==> src/rtl/axis_burst_pkg.sv <==
// -----------------------------------------------------------------------------
// axis_burst_pkg
// Shared definitions for the AXI4-Stream burst sequencer:
//   - burst_state_e : controller state (IDLE, RUN, GAP), 2-bit encoding
//   - width defaults for the data path and the burst/gap/status counters
// -----------------------------------------------------------------------------
package axis_burst_pkg;

  localparam int unsigned AXIS_TDATA_WIDTH_DEF = 32;
  localparam int unsigned CNTR_WIDTH_DEF       = 32;

  typedef enum logic [1:0] {
    ST_IDLE = 2'd0,
    ST_RUN  = 2'd1,
    ST_GAP  = 2'd2
  } burst_state_e;

endpackage

==> src/rtl/axis_burst_gap_timer.sv <==
// -----------------------------------------------------------------------------
// axis_burst_gap_timer
// Loadable down-counter that times the idle gap between bursts.
// Ports:
//   clk_i    : clock, rising edge
//   rst_i    : synchronous active-high reset
//   load_i   : load value_i into the counter
//   value_i  : number of cycles to count
//   done_o   : high in the last counted cycle (counter == 1)
// After a load of N (N >= 1) done_o rises N cycles later counting from the
// cycle following the load edge, i.e. in the N-th cycle of the gap.
// -----------------------------------------------------------------------------
module axis_burst_gap_timer
  import axis_burst_pkg::*;
#(
  parameter int unsigned CNTR_WIDTH = CNTR_WIDTH_DEF
) (
  input  logic                  clk_i,
  input  logic                  rst_i,
  input  logic                  load_i,
  input  logic [CNTR_WIDTH-1:0] value_i,
  output logic                  done_o
);

  localparam logic [CNTR_WIDTH-1:0] C_ONE = CNTR_WIDTH'(1);

  logic [CNTR_WIDTH-1:0] cnt_q, cnt_d;

  always_comb begin
    cnt_d = cnt_q;
    if (load_i) begin
      cnt_d = value_i;
    end else if (cnt_q != '0) begin
      cnt_d = cnt_q - C_ONE;
    end
  end

  always_ff @(posedge clk_i) begin
    if (rst_i) begin
      cnt_q <= '0;
    end else begin
      cnt_q <= cnt_d;
    end
  end

  assign done_o = (cnt_q == C_ONE);

endmodule

==> src/rtl/axis_burst_sequencer.sv <==
// -----------------------------------------------------------------------------
// axis_burst_sequencer
// Emits programmable bursts of an incrementing counter on an AXI4-Stream
// master: cfg_length beats per burst, cfg_gap idle cycles between bursts,
// cfg_bursts bursts per run. A run is started by a pulse on start and may be
// cut short by abort (takes effect at the next burst boundary, or at once
// while in the gap).
//
// Ports:
//   aclk, areset           : clock, synchronous active-high reset
//   cfg_start_data         : first counter value of a run
//   cfg_length/gap/bursts  : beats per burst / idle cycles / bursts per run
//   start, abort           : single-cycle run request / stop request
//   busy                   : high whenever the controller is not idle
//   sts_bursts_done        : bursts completed in the current or last run
//   m_axis_tdata/tvalid/tready/tlast : stream master
//
// Build option AXIS_BURST_RELOAD_EN: when defined, every burst restarts the
// ramp at cfg_start_data; otherwise the ramp continues across the whole run.
// -----------------------------------------------------------------------------
module axis_burst_sequencer
  import axis_burst_pkg::*;
#(
  parameter int unsigned AXIS_TDATA_WIDTH = AXIS_TDATA_WIDTH_DEF,
  parameter int unsigned CNTR_WIDTH       = CNTR_WIDTH_DEF
) (
  input  logic                        aclk,
  input  logic                        areset,
  input  logic [AXIS_TDATA_WIDTH-1:0] cfg_start_data,
  input  logic [CNTR_WIDTH-1:0]       cfg_length,
  input  logic [CNTR_WIDTH-1:0]       cfg_gap,
  input  logic [CNTR_WIDTH-1:0]       cfg_bursts,
  input  logic                        start,
  input  logic                        abort,
  output logic                        busy,
  output logic [CNTR_WIDTH-1:0]       sts_bursts_done,
  output logic [AXIS_TDATA_WIDTH-1:0] m_axis_tdata,
  output logic                        m_axis_tvalid,
  input  logic                        m_axis_tready,
  output logic                        m_axis_tlast
);

  localparam logic [CNTR_WIDTH-1:0]       C_ONE = CNTR_WIDTH'(1);
  localparam logic [AXIS_TDATA_WIDTH-1:0] D_ONE = AXIS_TDATA_WIDTH'(1);

  burst_state_e                state_q;
  logic [AXIS_TDATA_WIDTH-1:0] data_q;
  logic [CNTR_WIDTH-1:0]       len_q, gap_q, bursts_q;
  logic [CNTR_WIDTH-1:0]       beat_q, done_q;
  logic                        tvalid_q, tlast_q, abort_pend_q;
`ifdef AXIS_BURST_RELOAD_EN
  logic [AXIS_TDATA_WIDTH-1:0] start_data_q;
`endif

  logic hs, burst_end, run_end, gap_load, gap_done, start_ok;

  always_comb begin
    hs        = (state_q == ST_RUN) && tvalid_q && m_axis_tready;
    burst_end = hs && tlast_q;
    // An abort arriving together with the closing beat ends the run as well.
    run_end   = burst_end && ((done_q + C_ONE == bursts_q) || abort_pend_q || abort);
    gap_load  = burst_end && !run_end && (gap_q != '0);
    start_ok  = start && (cfg_length != '0) && (cfg_bursts != '0);
  end

  axis_burst_gap_timer #(
    .CNTR_WIDTH (CNTR_WIDTH)
  ) u_gap_timer (
    .clk_i   (aclk),
    .rst_i   (areset),
    .load_i  (gap_load),
    .value_i (gap_q),
    .done_o  (gap_done)
  );

  always_ff @(posedge aclk) begin
    if (areset) begin
      state_q      <= ST_IDLE;
      data_q       <= '0;
      len_q        <= '0;
      gap_q        <= '0;
      bursts_q     <= '0;
      beat_q       <= '0;
      done_q       <= '0;
      tvalid_q     <= 1'b0;
      tlast_q      <= 1'b0;
      abort_pend_q <= 1'b0;
`ifdef AXIS_BURST_RELOAD_EN
      start_data_q <= '0;
`endif
    end else begin
      case (state_q)
        ST_IDLE: begin
          if (start_ok) begin
            len_q        <= cfg_length;
            gap_q        <= cfg_gap;
            bursts_q     <= cfg_bursts;
`ifdef AXIS_BURST_RELOAD_EN
            start_data_q <= cfg_start_data;
`endif
            data_q       <= cfg_start_data;
            beat_q       <= '0;
            done_q       <= '0;
            abort_pend_q <= 1'b0;
            tvalid_q     <= 1'b1;
            tlast_q      <= (cfg_length == C_ONE);
            state_q      <= ST_RUN;
          end
        end

        ST_RUN: begin
          if (abort) begin
            abort_pend_q <= 1'b1;
          end
          if (hs) begin
            if (tlast_q) begin
              done_q <= done_q + C_ONE;
              beat_q <= '0;
`ifdef AXIS_BURST_RELOAD_EN
              data_q <= start_data_q;
`else
              data_q <= data_q + D_ONE;
`endif
              if (run_end) begin
                abort_pend_q <= 1'b0;
                tvalid_q     <= 1'b0;
                tlast_q      <= 1'b0;
                state_q      <= ST_IDLE;
              end else if (gap_q == '0) begin
                tlast_q <= (len_q == C_ONE);
              end else begin
                tvalid_q <= 1'b0;
                tlast_q  <= 1'b0;
                state_q  <= ST_GAP;
              end
            end else begin
              data_q  <= data_q + D_ONE;
              beat_q  <= beat_q + C_ONE;
              tlast_q <= (beat_q + C_ONE == len_q - C_ONE);
            end
          end
        end

        ST_GAP: begin
          if (abort) begin
            abort_pend_q <= 1'b0;
            state_q      <= ST_IDLE;
          end else if (gap_done) begin
            tvalid_q <= 1'b1;
            tlast_q  <= (len_q == C_ONE);
            state_q  <= ST_RUN;
          end
        end

        default: begin
          tvalid_q <= 1'b0;
          tlast_q  <= 1'b0;
          state_q  <= ST_IDLE;
        end
      endcase
    end
  end

  assign busy            = (state_q != ST_IDLE);
  assign sts_bursts_done = done_q;
  assign m_axis_tdata    = data_q;
  assign m_axis_tvalid   = tvalid_q;
  assign m_axis_tlast    = tlast_q;

endmodule
==> config.mk <==
export PLATFORM = sky130hd
export DESIGN_NAME = axis_burst_sequencer
export DESIGN_NICKNAME = d
export VERILOG_FILES = /design/src/rtl/axis_burst_pkg.sv /design/src/rtl/axis_burst_gap_timer.sv /design/src/rtl/axis_burst_sequencer.sv
export SDC_FILE = /design/constraint.sdc
export NUM_CORES = 1
export LEC_CHECK = 0
export ABC_AREA = 1
export BUFFER_PORTS_ARGS = -buffer_cell sky130_fd_sc_hd__buf_2
export CAP_MARGIN = 10
export CORE_MARGIN = 1
export CORE_UTILIZATION = 44
export DETAILED_ROUTE_END_ITERATION = 10
export GPL_ROUTABILITY_DRIVEN = 0
export GPL_TIMING_DRIVEN = 0
export PLACE_DENSITY_LB_ADDON = 0.12
export SETUP_SLACK_MARGIN = 0.05
export SLEW_MARGIN = 20
export SYNTH_ARGS = -nofsm -noshare
export SYNTH_HDL_FRONTEND = slang
export SYNTH_SLANG_ARGS = --single-unit
==> constraint.sdc <==
create_clock -name aclk -period 2.9 [get_ports aclk]
set_clock_uncertainty 0.2 [all_clocks]
set_input_delay 0.435 -clock aclk [delete_from_list [all_inputs] [get_ports aclk]]
set_output_delay 0.435 -clock aclk [all_outputs]
set_load 0.01 [all_outputs]
==> impl_metrics.env <==
export IMPL_detail_route_antenna_nets=0
export IMPL_vias=16370
export IMPL_crit_fanout=5
export IMPL_setup_viol=28
export IMPL_row_count=65
export IMPL_post_route_util_pct=58.49
export IMPL_path_class="reg2reg"
export IMPL_synthTopCellsByArea="dfxtp_1 32%, nand2_1 17%, nor2_1 7.8%, a21oi_1 7.5%, inv_1 6.5%"
export IMPL_synth_seq_cells=229
export IMPL_clockBufferDepth=3
export IMPL_violations="negative setup slack"
export IMPL_synth_area_per_cell_sq_um=6.163
export IMPL_syn_nets=2442
export IMPL_die_h_um=181.6
export IMPL_netlist_area_sq_um=14190
export IMPL_ys_async_sr_fraction_pct=0
export IMPL_yosysTopAreaCell="dfxtp_1"
export IMPL_syn_instance_count=2302
export IMPL_leakage_uw=0.007993
export IMPL_initial_core_util_pct=44.84
export IMPL_drtPass1Iterations=6
export IMPL_fmaxAchievable_mhz=333.8
export IMPL_hp_class="in2reg"
export IMPL_synth_commonest_cells="631 x nand2_1, 294 x nor2_1, 246 x inv_1, 229 x dfxtp_1, 212 x a21oi_1"
export IMPL_crit_arrival_ns=3.20
export IMPL_layout_min_cycle_time_ns=2.996
export IMPL_track_usage_pct=29.35
export IMPL_ioPinCount=200
export IMPL_cts_sinks=229
export IMPL_period_share_pct=103.3
export IMPL_htree_levels=1
export IMPL_finalWorstSetupSlack_ns=-0.09591
export IMPL_drive_above_1_share_pct=18.10
export IMPL_rsz0062_at_grt="yes"
export IMPL_cts_clk_slew_worst_paths_ns=0.06
export IMPL_max_stage_delay_ns=0.37
export IMPL_insertion_delay_ns=0.56
export IMPL_crit_path_end_kind="flip-flop"
export IMPL_cp_cell_sequence="ha_4 -> nand2_4 -> nor2_4 -> nand2_2 -> nor2_4 -> nand3b_1 -> nand3_1 -> nand2_1 -> nor2_2 -> nand2_2 -> nor2_4 -> nand3_4 -> buf_4 -> buf_6 -> buf_6 -> nand3_2 -> nand2_2 -> nand3_1 -> nand2_1 -> nand2_1 -> a21oi_1"
export IMPL_start_kind="flip-flop"
export IMPL_drc=0
export IMPL_area_delta_synth_final_pct=30.45
export IMPL_max_slew_margin_pct=33.28
export IMPL_grt_max_degree=15
export IMPL_post_synth_top_count_cell="nand2_1"
export IMPL_path_buf_inv=3
export IMPL_wl_per_cell_um=16.04
export IMPL_cts_made_buffers=28
export IMPL_grt_antenna_before_repair=1
export IMPL_port_buffers=198
export IMPL_maxCapViolations=0
export IMPL_worst_endpoint_required_ns=3.11
export IMPL_grt_pass1_wl_mm=77.76
export IMPL_finalHoldViolations=0
export IMPL_dp_hpwl_mm=36.90
export IMPL_die_w_um=181.6
export IMPL_die_area_sq_um=32960
export IMPL_vias_per_cell=5.288
export IMPL_crit_slowest_cell="dfxtp_4"
export IMPL_drt_iter0_drc=1191
export IMPL_ys_flop_type="dfxtp_1"
export IMPL_synth_cell_type_count=50
export IMPL_grt_pass1_vias=15270
export IMPL_synth_top_area_share_pct=32.32
export IMPL_ys_warn_count=0
export IMPL_cts_root_buf="clkbuf_16"
export IMPL_power_density_nw_per_um2=663.1
export IMPL_synth_edf_count=0
export IMPL_dp_worst_setup_slack_ns=-1.231
export IMPL_worst_slew_pin_slew_ns=0.9916
export IMPL_final_nets=2811
export IMPL_gr_total_overflow=0
export IMPL_fin_tns_setup_ns=-1.306
export IMPL_seq_area_frac_synth_pct=32.32
export IMPL_status="complete, but fails checks"
export IMPL_path_delay_family="simple AND/OR/NAND/NOR gates"
export IMPL_peakVddDrop_mv=0.4795
export IMPL_finalMaxSlewViolations=0
export IMPL_coreArea_sq_um=31640
export IMPL_routed_wl_mm=49.63
export IMPL_cts_tree="done"
metrics by stage:
step / hold slack (ns) / area [sq um] / power (uW) / std cells
after CTS: 0.001013 / 18010 / 12070 / 3074
final: 0.01013 / 18510 / 12270 / 3095
after detailed placement: 0.2524 / 15680 / 8344 / 2902
after global routing: 0.02697 / 18500 / 13020 / 3093
after floorplan: 0.2336 / 14190 / 7033 / 2302
after global placement: 0.2487 / 15680 / 8274 / 2902
cell families (layout without fill, tap and decap cells):
group           after synthesis  in the layout  synth area share [%]
fa+ha+maj                     7              7                0.6174
other cells                   0              2                     0
buf+inv                     331            720                 9.040
simple gates               1216           1216                 36.52
xor+xnor                     88             88                 5.530
compound gates              431            431                 15.97
flops                       229            229                 32.32
sequential cells by signal, summed over array words and instances, names as in the netlist:
name,flops
beat_q,32
bursts_q,32
gap_q,32
len_q,32
m_axis_tdata,32
sts_bursts_done,32
u_gap_timer.cnt_q,32
state_q,2
abort_pend_q,1
m_axis_tlast,1
m_axis_tvalid,1
power breakdown:
group | internal [uW] | switching (uW)
Clock | 2040 | 1450
Combinational | 1630 | 2930
Sequential | 3680 | 536
Total | 7360 | 4910
timing repair:
action,4_1_cts,5_1_grt
buffers inserted,28,21
gates resized for setup,77,130
pin swaps,11,33
hold endpoints to repair,94,0
hold buffers,94,0
cloned,1,0
endpoints found under the setup margin,220,178
final timing paths:
check	start	endpoint	slack, ns	depth (start not counted)
setup / recovery	sts_bursts_done[0]	m_axis_tlast	-0.1	21
hold / removal	cfg_length[28]	len_q[28]	0.01	3
setup reg to reg	sts_bursts_done[0]	m_axis_tlast	-0.1	21
hold reg to reg	bursts_q[1]	bursts_q[1]	0.26	2
worst reg2reg max path, cell delays in order (launching register included):
cell      delay (ns)
dfxtp_4         0.37
ha_4            0.15
nand2_4         0.06
nor2_4          0.21
nand2_2         0.12
nor2_4          0.21
nand3b_1        0.18
nand3_1         0.14
nand2_1         0.07
nor2_2          0.15
nand2_2         0.09
nor2_4          0.10
nand3_4         0.12
buf_4           0.16
buf_6           0.10
buf_6           0.10
nand3_2         0.05
nand2_2         0.04
nand3_1         0.07
nand2_1         0.05
nand2_1         0.05
a21oi_1         0.06
per-layer routing:
metal | part of all wire [%] | global-route usage (%)
met1 | 45 | 38.46
met2 | 46 | 49.03
met3 | 6.5 | 4.934
met4 | 3.1 | 9.254
met5 | 0 | 0
area by class of cell:
type	instances	area [sq um]
repair buffers	339	2336
clock inverters	10	98.84
clock buffers	40	815.8
fillers	3077	13130
flip-flops and latches	229	4627
diodes	2	5.005
well taps	402	503.0
multi-input cells	1742	8763
inverters	251	952.2
plain buffers	80	404.1
cell usage in the layout (no fill, tap or decap), drive strengths merged, types with 3 or more instances in the layout:
cell type    count
clkbuf         109
buf            256
nand4           26
ha               7
nor2           318
o21bai           3
dfxtp          229
a211oi           7
a31oi           21
nand3b          10
inv            251
nor3            17
o21ai          172
xor2            61
dlygate4sd3     94
xnor2           26
nand2          647
clkinv           7
nor4            26
a21oi          214
nand3          167
(Power assumes the default switching activity.)
